===== config.mk =====
export PLATFORM = sky130hd
export DESIGN_NAME = serial_subtractor
export DESIGN_NICKNAME = d
export VERILOG_FILES = /design/src/rtl/serial_subtractor.sv
export SDC_FILE = /design/constraint.sdc
export NUM_CORES = 1
export LEC_CHECK = 0
export CORE_ASPECT_RATIO = 1.5
export CORE_MARGIN = 1
export CORE_UTILIZATION = 50
export CTS_BUF_LIST = sky130_fd_sc_hd__clkbuf_8
export DETAILED_ROUTE_END_ITERATION = 12
export PLACE_DENSITY = 0.77
export SETUP_SLACK_MARGIN = 0.1
export SYNTH_ARGS = -nofsm -noshare
export SYNTH_HDL_FRONTEND = slang
export SYNTH_SLANG_ARGS = --single-unit

===== constraint.sdc =====
create_clock -name clk -period 1.8 [get_ports clk]
set_input_delay 0.36 -clock clk [delete_from_list [all_inputs] [get_ports clk]]
set_output_delay 0.36 -clock clk [all_outputs]
set_load 0.05 [all_outputs]

===== src/rtl/serial_subtractor.sv =====
// serial_subtractor
//   Multi-cycle subtractor computing diff = a - b - bin (mod 2^WIDTH).
//   Each RUN cycle handles STEP bits, LSB first. A single STEP-bit
//   full-subtractor slice is reused, and its borrow is registered between
//   slices.
//
// Ports
//   clk    rising-edge clock
//   rst_n  asynchronous active-low reset
//   start  request an operation (sampled only while busy=0)
//   a, b   minuend / subtrahend, captured on an accepted start
//   bin    borrow-in, captured on an accepted start
//   busy   high while an operation is in progress
//   done   one-cycle pulse when diff/bout/ovf are updated
//   diff   result, held until the next completion
//   bout   final borrow-out (unsigned underflow)
//   ovf    signed two's-complement overflow
module serial_subtractor #(
    parameter int WIDTH = 8,
    parameter int STEP  = 1
) (
    input  logic             clk,
    input  logic             rst_n,
    input  logic             start,
    input  logic [WIDTH-1:0] a,
    input  logic [WIDTH-1:0] b,
    input  logic             bin,
    output logic             busy,
    output logic             done,
    output logic [WIDTH-1:0] diff,
    output logic             bout,
    output logic             ovf
);

    localparam int NSLICE = WIDTH / STEP;
    localparam int CNT_W  = (NSLICE > 1) ? $clog2(NSLICE) : 1;
    localparam logic [CNT_W-1:0] LAST_CNT = CNT_W'(NSLICE - 1);

    generate
        if ((STEP < 1) || (WIDTH < 2) || ((WIDTH % STEP) != 0)) begin : g_bad_params
            $error("serial_subtractor: WIDTH must be >= 2 and a multiple of STEP");
        end
    endgenerate

    typedef enum logic {IDLE, RUN} state_t;

    state_t           state, state_nxt;
    logic [WIDTH-1:0] a_sh, b_sh, res_sh, res_nxt;
    logic             br, br_chain, slice_br;
    logic             a_msb, b_msb;
    logic [CNT_W-1:0] cnt;
    logic [STEP-1:0]  slice_d;
    logic             last;

    // One STEP-bit ripple slice operating on the low bits of the shifters.
    always_comb begin
        br_chain = br;
        slice_d  = '0;
        for (int unsigned i = 0; i < STEP; i++) begin
            slice_d[i] = a_sh[i] ^ b_sh[i] ^ br_chain;
            br_chain   = (~a_sh[i] & b_sh[i]) | (~(a_sh[i] ^ b_sh[i]) & br_chain);
        end
        slice_br = br_chain;
    end

    // New slice enters at the top; after NSLICE shifts slice 0 sits at bit 0.
    always_comb begin
        res_nxt                   = res_sh >> STEP;
        res_nxt[WIDTH-1 -: STEP]  = slice_d;
    end

    assign last = (cnt == LAST_CNT);

    // State register
    always_ff @(posedge clk or negedge rst_n) begin
        if (!rst_n) state <= IDLE;
        else        state <= state_nxt;
    end

    // Next-state logic
    always_comb begin
        state_nxt = state;
        case (state)
            IDLE:    if (start) state_nxt = RUN;
            RUN:     if (last)  state_nxt = IDLE;
            default: state_nxt = IDLE;
        endcase
    end

    // Output logic
    always_comb begin
        busy = (state == RUN);
    end

    // Datapath
    always_ff @(posedge clk or negedge rst_n) begin
        if (!rst_n) begin
            a_sh   <= '0;
            b_sh   <= '0;
            res_sh <= '0;
            br     <= 1'b0;
            a_msb  <= 1'b0;
            b_msb  <= 1'b0;
            cnt    <= '0;
            done   <= 1'b0;
            diff   <= '0;
            bout   <= 1'b0;
            ovf    <= 1'b0;
        end else begin
            done <= 1'b0;
            if (state == IDLE) begin
                if (start) begin
                    a_sh   <= a;
                    b_sh   <= b;
                    br     <= bin;
                    a_msb  <= a[WIDTH-1];
                    b_msb  <= b[WIDTH-1];
                    cnt    <= '0;
                    res_sh <= '0;
                end
            end else begin
                a_sh   <= a_sh >> STEP;
                b_sh   <= b_sh >> STEP;
                br     <= slice_br;
                res_sh <= res_nxt;
                cnt    <= cnt + 1'b1;
                if (last) begin
                    diff <= res_nxt;
                    bout <= slice_br;
                    // Operand sign bits are kept separately since the shifters are consumed.
                    ovf  <= (a_msb ^ b_msb) & (res_nxt[WIDTH-1] ^ a_msb);
                    done <= 1'b1;
                end
            end
        end
    end

endmodule


# --- After elaboration in Yosys (flattened, before gate mapping) ---
# Cells that the tools add are included.
totals:
  register_bits: 42
  in_bits: 20
  out_inout_bits: 12
  wordCells: 43
classes:
  add_sub_neg: 1
  n_eq_ne: 1
  mux: 15
  bitwise: 11
  n_reduce_logical: 3
op_table:
  columns: ["cell", "count"]
  rows:
  - ["2-to-1 mux 8 bit", 6]
  - ["2-to-1 mux 1 bit", 6]
  - ["2-to-1 mux 3 bit", 2]
  - ["AND reduction 2 bit", 2]
  - ["bitwise XOR 1 bit", 4]
  - ["adder 3 x 1 -> 3 bit, second input constant", 1]
  - ["bitwise AND 1 bit", 3]
  - ["== test 3 bit, second input constant", 1]
  - ["inverter 1 bit", 3]
  - ["case mux 1 bit (2 select lines)", 1]
  - ["nonzero test 2 bit", 1]
  - ["bitwise OR 1 bit", 1]

# --- Longest topological paths before layout ---
logic_depth:
  word_depth: 5
  ltp_mapped: 5
  depth_no_buf: 5

# --- Worst setup path after synthesis ---
# Ideal clock, no wire load.
synth_path:
  kind: "register -> register"
  startpoint: "register a_sh[0]"
  endpoint: "register ovf"
  setup_ns: 0.082
  arrival_ns: 1.411
  required_time_ns: 1.718
  setup_slack_ns: 0.308
  stages_incl_launch_ff: 4
  path_buffers: 0
  synth_period_minus_slack_ns: 1.492
  path_cell_list: "dfrtp_1 -> fa_1 -> or3b_1 -> a31oi_1"
synth_via:
  elab_chain_cells: 4
synth_lines:
  columns: ["element", "line", "source"]
  rows:
  - ["start, declared", "48", "logic [WIDTH-1:0] a_sh, b_sh, res_sh, res_nxt;"]
  - ["start signal, assigned", "122", "a_sh <= a_sh >> STEP;"]
  - ["bitwise XOR 1 bit (2 in a row)", "60", "slice_d[i] = a_sh[i] ^ b_sh[i] ^ br_chain;"]
  - ["net slice_d", "52", "logic [STEP-1:0] slice_d;"]
  - ["bitwise XOR 1 bit", "131", "ovf <= (a_msb ^ b_msb) & (res_nxt[WIDTH-1] ^ a_msb);"]
  - ["bitwise AND 1 bit", "131", null]
  - ["end signal, assigned", "131", null]
  - ["end, declared", "32", "output logic ovf"]
# The timed path passes the listed nets, and every way through them passes these cells.
# A chain may end at the register's enable or synchronous reset.

# --- Worst setup path in the final report ---
layout_path:
  startpoint: "register state, in the netlist busy"
  endpoint: "output busy"
layout_lines:
  columns: ["element", "line", "source"]
  rows:
  - ["start, declared", "47", "state_t state, state_nxt;"]
  - ["start signal, assigned", "77", "else state <= state_nxt;"]
  - ["end, declared", "28", "output logic busy,"]
# No word-level cell between the ends.

==> key figures <==
Finish
  – Commonest non-fill, non-tap cell in the layout: dfrtp_1
  – Layout area overhead: 23.6%
  – Layout cells sized above 1: 0.207
  – Commonest non-fill, non-tap cells in the layout: 41 x dfrtp_1, 20 x nand2_1, 19 x mux2i_1
  – Layout Cells excl Fill: 226
  – Diode count: 0
  – Nets: 206

Flow run
  – Max cap viols: 0

CTS
  – Root buf cell: clkbuf_8
  – Num CTS Buffers: 5
  – Post_cts resized: 0
  – Worst-case clock buffer depth: 2
  – Hold Buf Count CTS: 0
  – Worst-path clk slew: around 0.070 ns
  – # H-tree levels: 2
  – Latest clock arrival within the worst-skew pair: 0.29 ns
  – CTS sink cnt: 41
  – Post-CTS Setup Inserts: 0
  – Clock tree from TritonCTS: done

Timing
  – Final Hold Fails: 0
  – RSZ-0062 raised after global routing: false
  – Final Max Tran Viols: 0
  – Final period util: 0.892
  – Fin Clk Skew: about 0.006 ns
  – Setup violators final: 0
  – Worst slew pin tran: 0.498 ns
  – Fmax: 0.623 GHz
  – Setup TNS Final: 0 ns
  – Minimum clock period: ~1.6 ns
  – Final hold slack: 0.0269 ns
  – Rel. slew slack: 0.668

Worst setup path
  – Critical path data required time: between 1 and 1.5 ns
  – WP data arrival: 1.25 ns
  – Worst setup SP type: register
  – CP Class: reg2out
  – Crit-path max FO: 12
  – CP Capture Type: primary output
  – R2r endpoint: ovf
  – Reg2reg start: a_sh[0]
  – R2r worst-path depth: 3
  – Reg2Reg Setup Slack: around 0.21 ns

Route
  – Initial DRC count: 22
  – Via count: between 1000 and 1500
  – Drt wl/cell: 14.3 µm
  – # DRC: 0
  – Routed wire length: roughly 3.2 mm
  – Post-DRT Antenna Nets: 0
  – DR pass1 iterations: 6
  – Via density per instance: 5.16

Yosys
  – Mean Syn Cell Area: between 10 and 15 µm²
  – Adder-Cell Fraction of Synth Area: 0.0255
  – Mapped cell area: 1770 µm²
  – Mapped Cells: 147
  – Net Count, Synth: 170
  – Compound-cell area share of the yosys netlist: 0.0835
  – Yosys reg bits: 41
  – Simple-Gate Fraction of Synth Area: 0.0941
  – Synth cell types: 21
  – Multiplexer area fraction after synthesis: 0.171
  – Register area share after synthesis: 0.580
  – YS warnings: 0
  – Post-synthesis xor/xnor area fraction: 0
  – Largest family of logic cells by synthesized area: multiplexers

Global routing
  – Global route overflow: 0
  – Number of antenna violations at the first check in global routing: 0
  – Vias in the first global route: 1207
  – First-pass GRT wire length: about 5.5 mm
  – Tot GR Track Use: 0.201
  – Largest net degree at the start of global routing: 23

Power
  – Pint: 0.00223 W
  – PwrDens: approximately 1700 nW/µm²
  – Sw frac: 0.397
  – Reg power frac: 0.423
  – Psw: around 0.0015 W
  – Clock share of power: 0.152
  – Leak: 1.05 nW
  – Peak supply drop: 0.00139 V
  – Combinational share of power: 0.424
  – Tot Pwr: 0.00371 W

Die
  – Die Span Y: ~75 µm
  – Starting density of the core: 0.523
  – IO Pins: 32
  – Core area: 3380 µm²
  – Chip width: 50.6 µm
  – Num rows: 26
  – Die area: ~3800 µm²

Hold path
  – Min-Delay Path Class: in2async

Placed design
  – Port Buffers: 31
  – Final GP Congestion: around 0.77
  – Final HPWL DP: roughly 2.4 mm
  – Placed Cells: 218

Outcome
  – Status: complete, no violations
==> cell usage after synthesis <==
cell	count	share of area
nand2b_1	7	0.025
nand2_4	1	0.0064
fa_1	1	0.011
a22o_1	3	0.015
buf_6	2	0.013
a31oi_1	1	0.0035
mux2_2	10	0.064
buf_2	2	0.0057
o21ai_0	17	0.048
nand2_1	20	0.042
o21ai_1	5	0.014
mux2i_1	19	0.11
inv_1	4	0.0085
nand3b_1	1	0.0042
buf_4	4	0.017
ha_1	2	0.014
nor2_1	3	0.0064
or3b_1	2	0.0099
inv_2	1	0.0021
a21oi_1	1	0.0028
dfrtp_1	41	0.58
==> metrics by stage <==
step / util / worst slack, ns / instance area (µm²)
6_report: 0.646 / 0.195 / 2190
4_1_cts: 0.646 / 0.184 / 2190
5_1_grt: 0.646 / 0.111 / 2190
3_5_place_dp: 0.622 / 0.101 / 2100
3_3_place_gp: 0.622 / 0.172 / 2100
2_1_floorplan: - / 0.308 / 1770
==> layout make-up <==
cell class	count	area (µm²)
fillers	297	1200
flip-flops and latches	41	1030
inverters	5	18.8
clock inverters	3	13.8
clock buffers	5	68.8
well taps	42	52.6
repair buffers	37	345
multi-input cells	93	662
==> how the worst max path moves through the flow <==
stage	endpoint	from	cells after the start	slack (ns)
finish	busy	busy	2	0.19
global route	busy	busy	2	0.11
CTS	busy	busy	2	0.18
detailed placement	a_sh[2]	start	4	0.10
global placement	br	start	4	0.17
floorplan	ovf	a_sh[0]	3	0.31
==> critical path, stage by stage (launching register included) <==
cell and delay (ns):
dfrtp_1 0.58, buf_4 0.24, buf_12 0.14
==> cell families (layout without fill, tap and decap cells) <==
logic type,Yosys count,count (layout)
AO/OA/AOI/OAI,27,27
flip-flops,41,41
AND/OR/NAND/NOR,34,34
multiplexers,29,29
buffers and inverters,13,50
adder cells (fa/ha/maj),3,3
==> power groups by stage <==
stage	sequential [W]	combinational [W]	clock, W
after global placement	0.00156	0.00154	0
after CTS	0.00158	0.00160	0.000582
after global routing	0.00163	0.00172	0.000613
after floorplan	0.00195	0.000731	0
after detailed placement	0.00159	0.00158	0
final	0.00157	0.00157	0.000565
==> state kept, by name, summed over array words and instances (netlist names), 3 cells and up <==
name	cells
a_sh	8
b_sh	8
diff	8
res_sh	7
cnt	3
==> metal layers <==
layer / share of wire / up-vias / GRT usage / wire, µm
li1: - / 571 / - / -
met1: 0.41 / 563 / 0.239 / 1320
met2: 0.54 / 25 / 0.350 / 1740
met3: 0.029 / 7 / 0.0303 / 92
met4: 0.020 / 0 / 0.111 / 64
met5: 0 / - / 0 / 0
Note: power is estimated with default switching activity, not from simulation.
